### config.mk
export PLATFORM = sky130hd
export DESIGN_NAME = vtage_updater
export DESIGN_NICKNAME = d
export VERILOG_FILES = /design/src/rtl/vtage_updater.sv
export SDC_FILE = /design/constraint.sdc
export NUM_CORES = 1
export LEC_CHECK = 0
export ABC_CLOCK_PERIOD_IN_PS = 2300
export CAP_MARGIN = 20
export CORE_ASPECT_RATIO = 2
export CORE_MARGIN = 2
export CORE_UTILIZATION = 40
export CTS_CLUSTER_DIAMETER = 50
export CTS_CLUSTER_SIZE = 10
export DETAILED_ROUTE_END_ITERATION = 8
export PLACE_DENSITY = 0.73
export SLEW_MARGIN = 20
export SYNTH_ARGS = -nofsm -noshare
export SYNTH_HDL_FRONTEND = slang
export SYNTH_SLANG_ARGS = --single-unit
### constraint.sdc
create_clock -name clk_i -period 2.3 [get_ports clk_i]
set_input_delay 0.46 -clock clk_i [delete_from_list [all_inputs] [get_ports clk_i]]
set_output_delay 0.46 -clock clk_i [all_outputs]
set_load 0.005 [all_outputs]
### src/rtl/vtage_updater.sv
// vtage_updater: commit-side update controller for one VTAGE bank.
// Commit records are buffered in a small FIFO. Each record is handled in two
// steps. First a PROBE cycle reads the bank's feedback port. Then an ACT cycle
// pulses the matching update strobes for one cycle.
// Optional feature: define VTAGE_UPD_STATS_EN to add three 16-bit saturating
// statistics counters (stat_update_o, stat_alloc_o, stat_alloc_fail_o).
//
// Handshake: a commit record transfers on a rising clk_i edge where both
// cm_valid_i and cm_ready_o are high. cm_ready_o does not depend on cm_valid_i.
// cm_ready_o is low while rst_i is high or while the FIFO is full.
module vtage_updater #(
  parameter int P_NUM_ENTRIES = 256,
  parameter int P_TAG_WIDTH   = 8,
  parameter int P_VALUE_WIDTH = 8,
  parameter int P_FIFO_DEPTH  = 4,
  localparam int LP_INDEX_WIDTH = $clog2(P_NUM_ENTRIES)
) (
  input  logic                      clk_i,
  input  logic                      rst_i,
  // commit record input
  input  logic                      cm_valid_i,
  output logic                      cm_ready_o,
  input  logic [LP_INDEX_WIDTH-1:0] cm_index_i,
  input  logic [P_TAG_WIDTH-1:0]    cm_tag_i,
  input  logic [P_VALUE_WIDTH-1:0]  cm_pred_value_i,
  input  logic [P_VALUE_WIDTH-1:0]  cm_actual_value_i,
  input  logic                      cm_alloc_i,
  // bank feedback probe
  output logic [LP_INDEX_WIDTH-1:0] fb_index_o,
  output logic [P_TAG_WIDTH-1:0]    fb_tag_o,
  input  logic                      fb_tag_match_i,
  input  logic                      fb_alloc_avail_i,
  // bank update port
  output logic [LP_INDEX_WIDTH-1:0] ud_index_o,
  output logic                      ud_incr_conf_o,
  output logic                      ud_rst_conf_o,
  output logic                      ud_incr_use_o,
  output logic                      ud_decr_use_o,
  output logic                      ud_rst_use_o,
  output logic                      ud_load_tag_o,
  output logic                      ud_load_value_o,
  output logic [P_TAG_WIDTH-1:0]    ud_tag_o,
  output logic [P_VALUE_WIDTH-1:0]  ud_value_o,
  // status
  output logic                      busy_o,
  output logic                      alloc_fail_o,
  output logic [1:0]                dbg_state_o
`ifdef VTAGE_UPD_STATS_EN
  ,
  output logic [15:0]               stat_update_o,
  output logic [15:0]               stat_alloc_o,
  output logic [15:0]               stat_alloc_fail_o
`endif
);

  localparam int LP_PTR_WIDTH = $clog2(P_FIFO_DEPTH);
  localparam int LP_CNT_WIDTH = LP_PTR_WIDTH + 1;

  localparam logic [1:0] S_IDLE  = 2'd0;
  localparam logic [1:0] S_PROBE = 2'd1;
  localparam logic [1:0] S_ACT   = 2'd2;

  localparam logic [LP_CNT_WIDTH-1:0] LP_FULL_CNT = LP_CNT_WIDTH'(P_FIFO_DEPTH);
  localparam logic [LP_CNT_WIDTH-1:0] LP_CNT_ONE  = LP_CNT_WIDTH'(1);

  // FIFO storage, one array per record field
  logic [LP_INDEX_WIDTH-1:0] mem_index_q  [P_FIFO_DEPTH];
  logic [P_TAG_WIDTH-1:0]    mem_tag_q    [P_FIFO_DEPTH];
  logic [P_VALUE_WIDTH-1:0]  mem_pred_q   [P_FIFO_DEPTH];
  logic [P_VALUE_WIDTH-1:0]  mem_actual_q [P_FIFO_DEPTH];
  logic                      mem_alloc_q  [P_FIFO_DEPTH];

  logic [LP_PTR_WIDTH-1:0] wr_ptr_q, wr_ptr_d;
  logic [LP_PTR_WIDTH-1:0] rd_ptr_q, rd_ptr_d;
  logic [LP_CNT_WIDTH-1:0] count_q, count_d;

  logic [1:0] state_q, state_d;
  logic       match_q, match_d;
  logic       avail_q, avail_d;

  logic push;
  logic pop;
  logic full;

  logic [LP_INDEX_WIDTH-1:0] head_index;
  logic [P_TAG_WIDTH-1:0]    head_tag;
  logic [P_VALUE_WIDTH-1:0]  head_pred;
  logic [P_VALUE_WIDTH-1:0]  head_actual;
  logic                      head_alloc;

  // action classes, valid only in ACT
  logic act_hit_ok;
  logic act_hit_bad;
  logic act_alloc_ok;
  logic act_alloc_fail;

  assign full        = (count_q == LP_FULL_CNT);
  assign cm_ready_o  = !rst_i && !full;
  assign push        = cm_valid_i && cm_ready_o;
  assign pop         = (state_q == S_ACT);
  assign busy_o      = (count_q != '0) || (state_q != S_IDLE);
  assign dbg_state_o = state_q;

  assign head_index  = mem_index_q[rd_ptr_q];
  assign head_tag    = mem_tag_q[rd_ptr_q];
  assign head_pred   = mem_pred_q[rd_ptr_q];
  assign head_actual = mem_actual_q[rd_ptr_q];
  assign head_alloc  = mem_alloc_q[rd_ptr_q];

  assign act_hit_ok     = pop &&  match_q && (head_actual == head_pred);
  assign act_hit_bad    = pop &&  match_q && (head_actual != head_pred);
  assign act_alloc_ok   = pop && !match_q && head_alloc &&  avail_q;
  assign act_alloc_fail = pop && !match_q && head_alloc && !avail_q;

  // FIFO pointer and occupancy next-state; pointers wrap naturally (power-of-2 depth)
  always_comb begin
    wr_ptr_d = wr_ptr_q;
    rd_ptr_d = rd_ptr_q;
    count_d  = count_q;
    if (push) begin
      wr_ptr_d = wr_ptr_q + 1'b1;
    end
    if (pop) begin
      rd_ptr_d = rd_ptr_q + 1'b1;
    end
    if (push && !pop) begin
      count_d = count_q + LP_CNT_ONE;
    end else if (!push && pop) begin
      count_d = count_q - LP_CNT_ONE;
    end
  end

  // FSM next state; leaving IDLE or ACT looks at the post-update occupancy
  // so a record pushed this cycle is probed in the very next cycle
  always_comb begin
    state_d = state_q;
    match_d = match_q;
    avail_d = avail_q;
    case (state_q)
      S_IDLE: begin
        if (count_d != '0) begin
          state_d = S_PROBE;
        end
      end
      S_PROBE: begin
        match_d = fb_tag_match_i;
        avail_d = fb_alloc_avail_i;
        state_d = S_ACT;
      end
      S_ACT: begin
        state_d = (count_d != '0) ? S_PROBE : S_IDLE;
      end
      default: begin
        state_d = S_IDLE;
      end
    endcase
  end

  // control state registers; reset discards buffered records and pending work
  always_ff @(posedge clk_i) begin
    if (rst_i) begin
      wr_ptr_q <= '0;
      rd_ptr_q <= '0;
      count_q  <= '0;
      state_q  <= S_IDLE;
      match_q  <= 1'b0;
      avail_q  <= 1'b0;
    end else begin
      wr_ptr_q <= wr_ptr_d;
      rd_ptr_q <= rd_ptr_d;
      count_q  <= count_d;
      state_q  <= state_d;
      match_q  <= match_d;
      avail_q  <= avail_d;
    end
  end

  // FIFO payload write; contents are qualified by count_q so no reset is needed
  always_ff @(posedge clk_i) begin
    if (push) begin
      mem_index_q[wr_ptr_q]  <= cm_index_i;
      mem_tag_q[wr_ptr_q]    <= cm_tag_i;
      mem_pred_q[wr_ptr_q]   <= cm_pred_value_i;
      mem_actual_q[wr_ptr_q] <= cm_actual_value_i;
      mem_alloc_q[wr_ptr_q]  <= cm_alloc_i;
    end
  end

  // bank-facing outputs: probe fields only in PROBE, update fields only in ACT
  always_comb begin
    fb_index_o      = '0;
    fb_tag_o        = '0;
    ud_index_o      = '0;
    ud_tag_o        = '0;
    ud_value_o      = '0;
    ud_incr_conf_o  = 1'b0;
    ud_rst_conf_o   = 1'b0;
    ud_incr_use_o   = 1'b0;
    ud_decr_use_o   = 1'b0;
    ud_rst_use_o    = 1'b0;
    ud_load_tag_o   = 1'b0;
    ud_load_value_o = 1'b0;
    alloc_fail_o    = 1'b0;
    if (state_q == S_PROBE) begin
      fb_index_o = head_index;
      fb_tag_o   = head_tag;
    end
    if (pop) begin
      ud_index_o = head_index;
    end
    if (act_hit_ok) begin
      ud_incr_conf_o = 1'b1;
      ud_incr_use_o  = 1'b1;
    end
    if (act_hit_bad) begin
      ud_rst_conf_o   = 1'b1;
      ud_decr_use_o   = 1'b1;
      ud_load_value_o = 1'b1;
      ud_value_o      = head_actual;
    end
    if (act_alloc_ok) begin
      ud_load_tag_o   = 1'b1;
      ud_tag_o        = head_tag;
      ud_load_value_o = 1'b1;
      ud_value_o      = head_actual;
      ud_rst_conf_o   = 1'b1;
      ud_rst_use_o    = 1'b1;
    end
    if (act_alloc_fail) begin
      // entry is still useful: age it so a later allocation can succeed
      ud_decr_use_o = 1'b1;
      alloc_fail_o  = 1'b1;
    end
  end

`ifdef VTAGE_UPD_STATS_EN
  logic [15:0] stat_update_q, stat_alloc_q, stat_alloc_fail_q;

  // saturating event counters, one per action outcome
  always_ff @(posedge clk_i) begin
    if (rst_i) begin
      stat_update_q     <= '0;
      stat_alloc_q      <= '0;
      stat_alloc_fail_q <= '0;
    end else begin
      if ((act_hit_ok || act_hit_bad) && (stat_update_q != 16'hFFFF)) begin
        stat_update_q <= stat_update_q + 16'd1;
      end
      if (act_alloc_ok && (stat_alloc_q != 16'hFFFF)) begin
        stat_alloc_q <= stat_alloc_q + 16'd1;
      end
      if (act_alloc_fail && (stat_alloc_fail_q != 16'hFFFF)) begin
        stat_alloc_fail_q <= stat_alloc_fail_q + 16'd1;
      end
    end
  end

  assign stat_update_o     = stat_update_q;
  assign stat_alloc_o      = stat_alloc_q;
  assign stat_alloc_fail_o = stat_alloc_fail_q;
`endif

endmodule
# After elaboration in Yosys (flattened, before gate mapping)
# Memory sizes are Yosys's and may differ from the RTL's. A register that Yosys moved wholly into a read port is not among the register bits.
# Cells that the tools add are included.
dict set report word_totals {
  ff_bits 11
  mem_bits_rw 132
  input_bits 38
  word_cells 72
  latch_bits 0
  mem_bits_ro 0
  output_inout_bits 52
  mem_count 5
}
# memory words width rd rd_ports_with_merged_regs write_ports line
set mem_list {}
lappend mem_list {mem_actual_q 4 8 1 1 1 70} ;# logic [P_VALUE_WIDTH-1:0] mem_actual_q [P_FIFO_DEPTH];
lappend mem_list {mem_index_q 4 8 1 1 1 67} ;# logic [LP_INDEX_WIDTH-1:0] mem_index_q [P_FIFO_DEPTH];
lappend mem_list {mem_pred_q 4 8 1 1 1 69} ;# logic [P_VALUE_WIDTH-1:0] mem_pred_q [P_FIFO_DEPTH];
lappend mem_list {mem_tag_q 4 8 1 1 1 68} ;# logic [P_TAG_WIDTH-1:0] mem_tag_q [P_FIFO_DEPTH];
lappend mem_list {mem_alloc_q 4 1 1 1 1 71} ;# logic mem_alloc_q [P_FIFO_DEPTH];
dict set report op_classes {
  n_mux 29
  shifts 0
  n_div 0
  n_reduce_logical 22
  n_eq_ne 6
  mul 0
  n_lt_le_gt_ge 0
  bitwise 0
  addsub 4
}
# op n
set op_table {}
lappend op_table {{two-way mux 8 bit} 6}
lappend op_table {{two-way mux 2 bit} 11}
lappend op_table {{logical AND 1 bit} 11}
lappend op_table {{two-way mux 1 bit} 9}
lappend op_table {{equality test 8 bit} 1}
lappend op_table {{inequality test 8 bit} 1}
lappend op_table {{zero test 1 bit} 6}
lappend op_table {{two-way mux 3 bit} 2}
lappend op_table {{case mux 2 bit (3 select lines)} 1}
lappend op_table {{nonzero test 3 bit} 2}
lappend op_table {{adder 2 x 1 -> 2 bit, second input constant} 2}
lappend op_table {{adder 3 x 1 -> 3 bit, second input constant} 1}
lappend op_table {{equality test 3 bit, second input constant} 1}
lappend op_table {{subtractor 3 x 1 -> 3 bit, second input constant} 1}
lappend op_table {{equality test 2 x 1 -> 1 bit, second input constant} 1}
lappend op_table {{equality test 2 bit, second input constant} 1}
lappend op_table {{zero test 2 bit} 1}
lappend op_table {{inequality test 2 bit, second input constant} 1}
lappend op_table {{nonzero test 2 bit} 1}
lappend op_table {{logical OR 1 bit} 1}

# Depth between registers and ports, before layout
# Gate-level depths: netlist (run 1).
dict set report depth {
  ltp_word 11
  mapped_depth 8
  ltp_nobuf 7
}

# Worst setup path before layout (run 1)
# No wires, ideal clock.
dict set report synth_timing {
  path_type {register -> output}
  startpoint {reg (tool-made name)}
  endpoint {out ud_rst_conf_o}
  path_stages_with_launch 9
  required_time_ns 1.840
  path_slack_ns -0.246
  arrival_ns 2.086
  n_path_buf 3
  cell_sequence {dfxtp_1 -> buf_6 -> buf_6 -> mux4_1 -> xnor2_1 -> nand4_1 -> o311ai_4 -> nand2_1 -> buf_4}
}
# element line
set synth_lines {}
lappend synth_lines {{to (decl)} 36} ;# output logic ud_rst_conf_o,

==> results.txt, run 1 <==
- Average detailed-routed wire length per instance: 19.3 um
- Aggregate global-route resource usage: 17.0%
- Total routed wirelength: 12.9 mm
* Headroom to the max-slew limit: 77.3%
- After legalization and detailed placement, the total HPWL measured 7.88 mm.
* Top cell family by delay on the critical path: buffers and inverters
- Setup violations remaining at the end of the flow were counted as 45.
* Hold Path Origin: wr_ptr_q[1]
- Cell breakdown of the critical path: buf_12 -> buf_12 -> mux4_2 -> xnor2_1 -> nand4_1 -> buf_6 -> o311ai_4 -> buf_4 -> a21boi_2 -> buf_2
* Max Root-Sink Buffers: 2
- Net count after synthesis: 357
- Final setup skew: 0.00805 ns
- The initial antenna violation count is 0.
* Flop and latch count out of synthesis: 145
- Worst path slowest cell: sky130_fd_sc_hd__mux4_2
* Slack of the worst reg-to-reg path: 0.37 ns
* Worst slack after detailed placement: -0.874 ns
* Terminus of the critical flop-to-flop path: count_q[1]
- Worst supply voltage drop on vdd: 0.000627 V
- The total count of max-transition violations in the final report is 0.
- Top-Level Pins: 90
- Power share of the sequential group: 40.8%
- The critical path is of the reg2out type.
* Top cell type's share of synthesized area: 67.0%
- The count of buffers added on input and output ports is 89.
- Hold repair after CTS inserted 0 buffers.
* Relative contribution of combinational cells to total power: 24.5%
- Among all flip-flop cells after synthesis, the most frequent one is sky130_fd_sc_hd__edfxtp_1.
- The clock network is responsible for 34.8% of the overall power.
- Cell depth of the worst min-delay path: 2
* Area added between synthesis and finish: 39.4%
- The critical path contains buffers and inverters numbering 5 combined.
- Cell area after synthesis: 5920 sq um
* Reg clk slew, reported paths: 0.06 ns
- After floorplanning, the core was divided into 62 placement rows.
- Launching point of the worst reg2reg path: count_q[0]
* DR vias/cell: 4.94
- Cell types occupying the most area after synthesis: sky130_fd_sc_hd__edfxtp_1 (67%), sky130_fd_sc_hd__mux4_2 (8.0%), sky130_fd_sc_hd__mux4_1 (5.3%)
* Unique cell type count in the Yosys netlist: 35
- Standby leakage power: 0.00302 uW
- Cells with a size suffix above 1 make up 45.4% of the layout.
* Least-Margin Pin Slew: 0.339 ns
- For this block, the initial DRC count from the detailed router was 185.
- After detailed placement, the design holds a cell count of 610.
- In the post-route analysis, the smallest setup slack over all paths is -0.855 ns.
- Highest attainable clock frequency: 317 MHz
- Reported net switching power: 1950 uW
- Ys Warns: 0
- The tool flagged a number of max-cap violations equal to 0.
- Post-synthesis average cell area: 19.0 sq um
* Hold path endpoint: wr_ptr_q[1]
* Placer congestion estimate: 0.712
- sky130_fd_sc_hd__edfxtp_1 takes more of the synthesized area than any other cell.
* Number of nets in the layout: 510
- The routed layout has 3312 vias.
- For this configuration, the core starts out at a cell density of 41.0%.
- After layout, the worst path uses 137% of the clock period.
* Core region area: 14400 sq um
- Synthesis handed over a netlist of 312 instances.
* Finished Layout Cells: 670
* Top fanout value on the critical path: 6
- Final routed DRC violation total: 0
- Number of optimization iterations in the first detailed-route pass: 4
- Arrival @ worst endpoint: 2.70 ns
- Max stage delay on crit path: 0.52 ns
- Wire length of the first global-routing pass: 20.0 mm
- Number of clock sinks: 145
- Clock Latency Late Sink: 0.41 ns
- Critical Path Most Common Cell: sky130_fd_sc_hd__buf_12
- Root Driver: sky130_fd_sc_hd__clkbuf_16
* Final ANT Viol Nets: 0
* Full die area: 15800 sq um
- Setup repair after global routing could not meet its margin everywhere.
* TritonCTS clock tree: yes
- Worst min-delay path class: reg2reg
* Internal power summed over all cells: 5640 uW
* Startpoint type of the worst setup path: register
- Largest net degree at the start of global routing: 34
* Floorplan die width: 90.0 um
* Switching portion of total power: 25.7%
- In this run, synthesis inferred 132 flip-flops with an integrated enable.
* Async set-reset flop share out of synthesis: 0%
- Dividing total power by cell area gives a power density of 920 nW/um^2.
- The number of hold violations in the final report came to 0.
- After synthesis, flip-flops and latches occupy 71.4% of the total area.
- STA puts the critical path data required time at 1.84 ns.
* Failing checks: negative setup slack
- Number of clock buffers inserted by TritonCTS: 17
- Via count of the first global-routing pass: 3673
- Final worst path period need: 3.16 ns
- # diodes: 0
* H-tree depth: 4
- The total overflow left after global routing is 0.
- Most frequent cells after synthesis: sky130_fd_sc_hd__edfxtp_1 (132), sky130_fd_sc_hd__and2_1 (32), sky130_fd_sc_hd__mux4_2 (21), sky130_fd_sc_hd__dfxtp_1 (13)
* Critical Path End Type: output port
- The run finished, with violations left.
- By instance count, the leading cell after synthesis is sky130_fd_sc_hd__edfxtp_1.
- Length in cells of the worst reg-to-reg path: 7
- Die H: 176 um
==> flip-flops by register name (all words and copies together), names as in the netlist, named ones only <==
name / cells
rd_ptr_q: 2
match_q: 1
count_q: 3
avail_q: 1
mem_actual_q: 32
mem_pred_q: 32
wr_ptr_q: 2
mem_index_q: 32
mem_tag_q: 32
dbg_state_o: 2
mem_alloc_q: 4
==> layout make-up <==
class / instances / area, sq um
Tap cell: 192 / 240
Timing Repair Buffer: 150 / 1500
Inverter: 6 / 30.0
Multi-Input combinational cell: 145 / 1680
Fill cell: 1127 / 6180
Clock inverter: 15 / 153
Sequential cell: 145 / 4230
Clock buffer: 17 / 425
==> power groups by stage <==
stage,combinational (uW),clock [uW],sequential [uW]
2_1_floorplan,776,0,3130
3_3_place_gp,1450,0,3120
3_5_place_dp,1480,0,3140
4_1_cts,1830,2670,3090
5_1_grt,1990,2790,3110
6_report,1860,2640,3090
==> how the worst max path moves through the flow <==
stage | depth (start not counted) | slack, ns | end | start
finish | 10 | -0.86 | ud_value_o[6] | register
global route | 10 | -0.97 | ud_value_o[6] | register
CTS | 10 | -0.83 | ud_value_o[6] | register
detailed placement | 7 | -0.87 | ud_value_o[6] | register
global placement | 7 | -0.83 | ud_incr_use_o | register
floorplan | 8 | -0.23 | ud_rst_conf_o | register
==> cell families after synthesis <==
family | Yosys count | synth area share [%]
adders and majority gates | 8 | 1.65
DFF | 145 | 71.4
xor gates and xnor gates | 14 | 2.07
and+or+nand+nor | 68 | 6.49
muxes | 34 | 13.5
buffers and inverters | 23 | 2.37
AOI/OAI and AO/OA | 20 | 2.56
==> layer usage <==
metal	global-route usage [%]	wire length, um	vias up
met4	8.91	329	0
met5	0	0	-
li1	-	-	1529
met1	17.0	4380	1680
met3	3.97	478	16
met2	32.4	7710	87
==> what timing repair did <==
item,in CTS,in global routing
endpoints found under the setup margin,50,50
pin swaps,39,11
cloned,3,0
hold endpoints to repair,0,0
gates resized for setup,244,49
setup buffers,21,12
==> metrics by stage <==
step	TNS [ns]	power [uW]	area (sq um)	utilization, %	hold slack (ns)
2_1_floorplan	-1.37	3900	5920	-	0.482
3_3_place_gp	-12.85	4570	7290	50.5	0.493
3_5_place_dp	-13.88	4620	7290	50.5	0.514
4_1_cts	-23.05	7590	8140	56.4	0.530
5_1_grt	-23.61	7890	8250	57.2	0.577
6_report	-19.71	7590	8250	57.2	0.535
==> tightest hold or removal path: stages (launching register included) <==
cell and delay [ns]:
sky130_fd_sc_hd__dfxtp_1 0.34, sky130_fd_sc_hd__nand3b_1 0.09, sky130_fd_sc_hd__nand2_1 0.05
==> cell usage in the layout (no fill, tap or decap), types with 3 or more instances in the layout <==
master and n:
sky130_fd_sc_hd__a21boi_1 6, sky130_fd_sc_hd__a21oi_1 4, sky130_fd_sc_hd__and2_1 11, sky130_fd_sc_hd__and2_4 21, sky130_fd_sc_hd__and3_2 4, sky130_fd_sc_hd__buf_12 11, sky130_fd_sc_hd__buf_2 23, sky130_fd_sc_hd__buf_4 29
sky130_fd_sc_hd__buf_6 36, sky130_fd_sc_hd__buf_8 3, sky130_fd_sc_hd__clkbuf_16 17, sky130_fd_sc_hd__clkbuf_2 3, sky130_fd_sc_hd__clkdlybuf4s50_1 40, sky130_fd_sc_hd__clkinv_4 3, sky130_fd_sc_hd__dfxtp_1 10, sky130_fd_sc_hd__dlymetal6s2s_1 4
sky130_fd_sc_hd__edfxtp_1 132, sky130_fd_sc_hd__ha_1 7, sky130_fd_sc_hd__inv_1 3, sky130_fd_sc_hd__inv_6 4, sky130_fd_sc_hd__inv_8 3, sky130_fd_sc_hd__mux4_2 32, sky130_fd_sc_hd__nand2_1 5, sky130_fd_sc_hd__nand2_2 4
sky130_fd_sc_hd__nor2_1 11, sky130_fd_sc_hd__xnor2_1 8, sky130_fd_sc_hd__xnor2_2 4
No activity file was read; power rests on OpenSTA's default activity.
==> inputs of run 2 (changes only) <==
--- a/config.mk
+++ b/config.mk
@@ -8,12 +8,11 @@
 export ABC_CLOCK_PERIOD_IN_PS = 2300
 export CAP_MARGIN = 20
 export CORE_ASPECT_RATIO = 2
-export CORE_MARGIN = 2
-export CORE_UTILIZATION = 40
+export CORE_UTILIZATION = 35
 export CTS_CLUSTER_DIAMETER = 50
 export CTS_CLUSTER_SIZE = 10
 export DETAILED_ROUTE_END_ITERATION = 8
-export PLACE_DENSITY = 0.73
+export PLACE_DENSITY = 0.67
 export SLEW_MARGIN = 20
 export SYNTH_ARGS = -nofsm -noshare
 export SYNTH_HDL_FRONTEND = slang
==> results.txt, run 2 (same netlist as run 1, synthesis figures left out) <==
- Run status: complete, but fails checks
- Failing checks: negative setup slack
- Internal power summed over all cells: 5810 uW
- For this run, design rule violations remaining after detail routing come to 0.
* Clock Latency Late Sink: 0.41 ns
- Headroom to the max-slew limit: 75.9%
* Relative contribution of combinational cells to total power: 22.3%
- Antenna violations before repair: 1
* Floorplan die width: 94.0 um
- Total Power: 7640 uW
- STA classifies the critical path endpoint as an output port.
- Power per Cell Area: 935 nW/um^2
- Worst supply voltage drop on vdd: 0.000567 V
* Via count of the first global-routing pass: 3659
- Largest net degree at the start of global routing: 20
- Overflow left after global routing: 0
* Number of nets in the layout: 505
- At the worst endpoint, the required time is 1.84 ns.
- Final worst path period need: 3.03 ns
- Average detailed-routed wire length per instance: 19.6 um
* Most frequent standard cell in the layout excluding fill and tap cells: sky130_fd_sc_hd__edfxtp_1
- The first global-routing pass estimated 20.1 mm of wire.
* Max-cap violations: 0
* Total setup violations reported at the end of the flow: 48
* Highest attainable clock frequency: 330 MHz
* Count of input and output buffers: 89
- Initial standard-cell utilization of the core: 36.0%
* Number of optimization iterations in the first detailed-route pass: 4
- Setup repair after global routing could not meet its margin everywhere.
* Number of clock sinks: 145
- In this run the worst path has a maximum fanout of 6.
- Of the total power, the clock network draws 37.2%.
- Layout cells sized above 1: 48.5%
- Detailed router's first-iteration violation count: 202
- Crit path setup slack, layout: -0.728 ns
- In the layout the commonest cells are sky130_fd_sc_hd__edfxtp_1 (132), sky130_fd_sc_hd__clkdlybuf4s50_1 (40), sky130_fd_sc_hd__mux4_2 (32), sky130_fd_sc_hd__buf_4 (32).
- Reg clk slew, reported paths: 0.06 ns
- No sink is reached through more buffers than the 2 on the longest clock path.
- DR vias/cell: 4.85
* Critical setup path kind: reg2out
- The count of nets left with antenna violations once routing finished came out at 0.
* Core region area: 16400 sq um
- Aggregate global-route resource usage: 16.3%
* Placer congestion estimate: 0.746
- Reported net switching power: 1830 uW
- Area added between synthesis and finish: 38.2%
* Total routed wirelength: 13.3 mm
- Registers are responsible for 40.4% of the overall power.
* Finished Layout Cells: 677
- Number of hold buffers added after CTS: 0
* Top-Level Pins: 90
- Startpoint type of the worst setup path: register
- For the pin with the worst max-slew slack, the measured transition is 0.361 ns.
- Die H: 186 um
- The routed layout has 3283 vias.
* Final setup skew: 0.00469 ns
* Arrival @ worst endpoint: 2.57 ns
* Fin. Hold Viols: 0
- The total count of max-transition violations in the final report was 0.
- Full die area: 17500 sq um
* Cells after DPL: 626
* TritonCTS clock tree: yes
- Worst min-delay path class: reg2reg
- CTS built an H-tree with a depth of 4.
- HPWL Detailed: 8.56 mm
* Switching portion of total power: 24.0%
* Number of clock buffers inserted by TritonCTS: 17
- Final period utilization: 132%
* Standby leakage power: 0.00295 uW
- Row Count: 66
- The tree is rooted in a sky130_fd_sc_hd__clkbuf_16.
==> run 2: cell types whose count changed in the layout (fill, tap and decap cells not counted), moves of 4 or more <==
cell / change
sky130_fd_sc_hd__clkbuf_2: +17
sky130_fd_sc_hd__and2_1: -9
sky130_fd_sc_hd__buf_2: -10
sky130_fd_sc_hd__and2_4: +9
sky130_fd_sc_hd__dlymetal6s2s_1: -4
sky130_fd_sc_hd__a21boi_2: +4
sky130_fd_sc_hd__buf_6: -6
sky130_fd_sc_hd__a21boi_1: -4
==> run 2: per-stage QoR <==
stage	utilization, %	setup TNS (ns)	cell area (sq um)	hold slack [ns]	setup slack, ns
2_1_floorplan	-	-1.37	5920	0.482	-0.226
3_3_place_gp	44.5	-14.45	7310	0.509	-0.879
3_5_place_dp	44.5	-15.82	7310	0.519	-0.935
4_1_cts	50.0	-24.12	8210	0.544	-0.813
5_1_grt	49.8	-21.49	8180	0.565	-0.840
6_report	49.8	-17.26	8180	0.542	-0.728
==> run 2: metal layers <==
| layer | global-route usage (%) | vias to the layer above | routed length [um] |
|---|---|---|---|
| met4 | 9.23 | 0 | 507 |
| li1 | - | 1511 | - |
| met5 | 0 | - | 0 |
| met1 | 16.7 | 1654 | 4560 |
| met3 | 3.35 | 25 | 515 |
| met2 | 30.2 | 93 | 7660 |
==> run 2: layout make-up <==
type | count | area [sq um]
Clock inverter | 12 | 180
Antenna cell | 1 | 2.50
Multi-Input combinational cell | 144 | 1700
Fill cell | 1331 | 8260
Clock buffer | 19 | 433
Timing Repair Buffer | 145 | 1340
Sequential cell | 145 | 4230
Timing Repair inverter | 1 | 6.26
Tap cell | 204 | 255
Inverter | 6 | 30.0
==> run 2: worst paths after layout <==
check / start / end / slack (ns) / cells after the start
max: register / ud_value_o[6] / -0.73 / 8
min: count_q[0] / count_q[0] / 0.54 / 2
max reg2reg: count_q[1] / count_q[1] / 0.45 / 7
min reg2reg: count_q[0] / count_q[0] / 0.54 / 2
==> run 2: worst max-delay path, stage by stage, from the launching register on <==
cell and delay (ns):
sky130_fd_sc_hd__dfxtp_4 0.38, sky130_fd_sc_hd__buf_12 0.14, sky130_fd_sc_hd__mux4_2 0.56, sky130_fd_sc_hd__xnor2_2 0.19
sky130_fd_sc_hd__nand4_1 0.18, sky130_fd_sc_hd__o311ai_4 0.34, sky130_fd_sc_hd__buf_6 0.18, sky130_fd_sc_hd__a21boi_2 0.06
sky130_fd_sc_hd__buf_2 0.13
==> run 2: power by group through the flow <==
stage	logic, uW	clock network, uW	registers [uW]
floorplan	776	0	3130
global placement	1460	0	3130
detailed placement	1490	0	3130
CTS	1670	2890	3090
global route	1840	3010	3100
finish	1710	2850	3090
==> run 2: timing repair <==
item / in CTS / in global routing
endpoints found under the setup margin: 50 / 50
cloned: 3 / 1
gates resized for setup: 224 / 70
buffers inserted: 23 / 7
pin swaps: 16 / 24
==> inputs of run 3 (changes only) <==
--- a/config.mk
+++ b/config.mk
@@ -12,6 +12,7 @@
 export CTS_CLUSTER_DIAMETER = 50
 export CTS_CLUSTER_SIZE = 10
 export DETAILED_ROUTE_END_ITERATION = 8
+export GPL_TIMING_DRIVEN = 0
 export PLACE_DENSITY = 0.67
 export SLEW_MARGIN = 20
 export SYNTH_ARGS = -nofsm -noshare
==> results.txt, run 3 (same netlist as run 1, synthesis figures left out) <==
- Run status: complete, but fails checks
* Failing checks: negative setup slack
* Max Root-Sink Buffers: 2
* Top-Level Pins: 90
- Reg clk slew, reported paths: 0.06 ns
- Count of input and output buffers: 89
* Commonest cells after routing, fill and taps aside: sky130_fd_sc_hd__edfxtp_1 (132), sky130_fd_sc_hd__clkdlybuf4s50_1 (40), sky130_fd_sc_hd__buf_2 (31), sky130_fd_sc_hd__mux4_2 (30), sky130_fd_sc_hd__and2_1 (24)
- The die covers 17500 sq um.
- STA classifies the critical path startpoint as a register.
* Initial standard-cell utilization of the core: 36.0%
- The post-route netlist has 40.3% of its cells at a drive strength greater than 1.
- Critical setup path kind: reg2out
- Clock Latency Late Sink: 0.41 ns
- Via count of the first global-routing pass: 3487
* Setup repair after global routing missed its margin: true
* Core region area: 16400 sq um
- In this run the cell area measured after placement is 7070 sq um.
* Crit path setup slack, layout: -0.889 ns
* Number of clock sinks: 145
* Aggregate global-route resource usage: 15.7%
- Worst supply voltage drop on vdd: 0.000611 V
* Most frequent standard cell in the layout excluding fill and tap cells: sky130_fd_sc_hd__edfxtp_1
- Dividing the detail-routed wire length by the instance count gives 19.3 um.
* # diodes: 0
- Power per Cell Area: 935 nW/um^2
- For the pin with the worst max-slew slack, the measured transition is 0.931 ns.
* Final routed DRC violation total: 0
- In this run the worst path has a maximum fanout of 5.
- Slack of the worst reg-to-reg path: 0.18 ns
* Total setup violations reported at the end of the flow: 48
* Area added between synthesis and finish: 34.8%
- In this run the vertical extent of the chip is 186 um.
* Number of optimization iterations in the first detailed-route pass: 4
* Final ANT Viol Nets: 0
- Worst min-delay path class: reg2reg
* Standby leakage power: 0.00284 uW
- STA classifies the critical path endpoint as an output port.
- Floorplan die width: 94.0 um
- STA puts the critical path data arrival time at 2.73 ns.
- Total Power: 7460 uW
* Number of nets in the layout: 498
* Largest net degree at the start of global routing: 34
- Vias after detailed routing: 3269
- The worst path uses 139% of the clock period.
* Antenna violations before repair: 0
- Final setup skew: 0.00518 ns
- Terminus of the critical flop-to-flop path: mem_actual_q[2][0]
- Worst setup path endpoint: ud_value_o[1]
- Number of clock buffers inserted by TritonCTS: 17
- Highest attainable clock frequency: 314 MHz
* Fin. Hold Viols: 0
- CTS built an H-tree with a depth of 4.
- Layout Cell Area excl Fill: 7980 sq um
- The first routing iteration left 212 violations.
- Counting I/O delays and the setup requirement, the final critical path takes 3.19 ns.
- The congestion estimate from routability-driven global placement came to 0.711.
- At the worst endpoint, the required time is 1.84 ns.
- Root Driver: sky130_fd_sc_hd__clkbuf_16
* TritonCTS clock tree: yes
* HPWL Detailed: 8.18 mm
- Summed over all layers, the global routing overflow is 0.
- Total routed wirelength: 12.9 mm
- For the worst flop-to-flop path, the logic depth is 5.
* Launching point of the worst reg2reg path: count_q[1]
- The floorplan has 66 rows.
- Headroom to the max-slew limit: 37.9%
- Total count of max-transition violations in the final report: 0
* Share of the core filled with cells: 48.6%
* Wire length of the first global-routing pass: 19.3 mm
- Across the run, the number of max-cap violations was 0.
* DR vias/cell: 4.88
run 3: area by class of cell:
class                   instances  area, sq um
multi-input cells             144         1640
plain buffers                  15          145
fillers                      1368         8450
repair buffers                124         1100
clock inverters                14          154
clock buffers                  18          429
inverters                       6         26.3
flip-flops and latches        145         4230
well taps                     204          255
run 3: what timing repair did:
action	CTS	global route
endpoints found under the setup margin	184	49
hold buffers	0	0
buffers inserted	27	9
endpoints found under the hold margin	0	0
cloned	3	1
resized for setup	246	21
pin swaps	17	9
run 3: worst min path at each step:
stage	startpoint	to	slack [ns]	depth (start not counted)
2_1_floorplan	wr_ptr_q[1]	wr_ptr_q[1]	0.48	2
3_3_place_gp	dbg_state_o[0]	dbg_state_o[0]	0.50	1
3_5_place_dp	wr_ptr_q[1]	wr_ptr_q[1]	0.52	2
4_1_cts	wr_ptr_q[1]	wr_ptr_q[1]	0.53	2
5_1_grt	wr_ptr_q[1]	wr_ptr_q[1]	0.57	2
6_report	wr_ptr_q[1]	wr_ptr_q[1]	0.54	2
run 3: through the flow:
step	hold WS [ns]	cells	TNS, ns	worst slack [ns]
3_5_place_dp	0.520	605	-92.69	-0.972
6_report	0.536	670	-26.60	-0.889
2_1_floorplan	0.482	312	-1.37	-0.226
5_1_grt	0.566	670	-30.70	-1.01
4_1_cts	0.532	666	-30.12	-1.04
3_3_place_gp	0.503	605	-86.70	-0.916
run 3: power by group:
| part | switching [uW] | internal, uW |
|---|---|---|
| combinational | 716 | 940 |
| clock | 1090 | 1610 |
| sequential | 81.2 | 3030 |
| total | 1880 | 5580 |
run 3: critical path, cell delays in order (launching register included):
cell                       delay (ns)
sky130_fd_sc_hd__dfxtp_4         0.40
sky130_fd_sc_hd__buf_4           0.14
sky130_fd_sc_hd__buf_12          0.11
sky130_fd_sc_hd__mux4_2          0.52
sky130_fd_sc_hd__xnor2_2         0.17
sky130_fd_sc_hd__nand4_1         0.20
sky130_fd_sc_hd__o311ai_4        0.34
sky130_fd_sc_hd__buf_6           0.17
sky130_fd_sc_hd__buf_6           0.10
sky130_fd_sc_hd__a21boi_2        0.04
sky130_fd_sc_hd__buf_2           0.12
run 3: metal layers:
layer	wire, um	GRT usage, %	up-vias
met5	0	0	-
met4	576	8.62	0
met3	484	3.84	35
met2	7560	29.8	80
met1	4280	14.9	1659
li1	-	-	1495
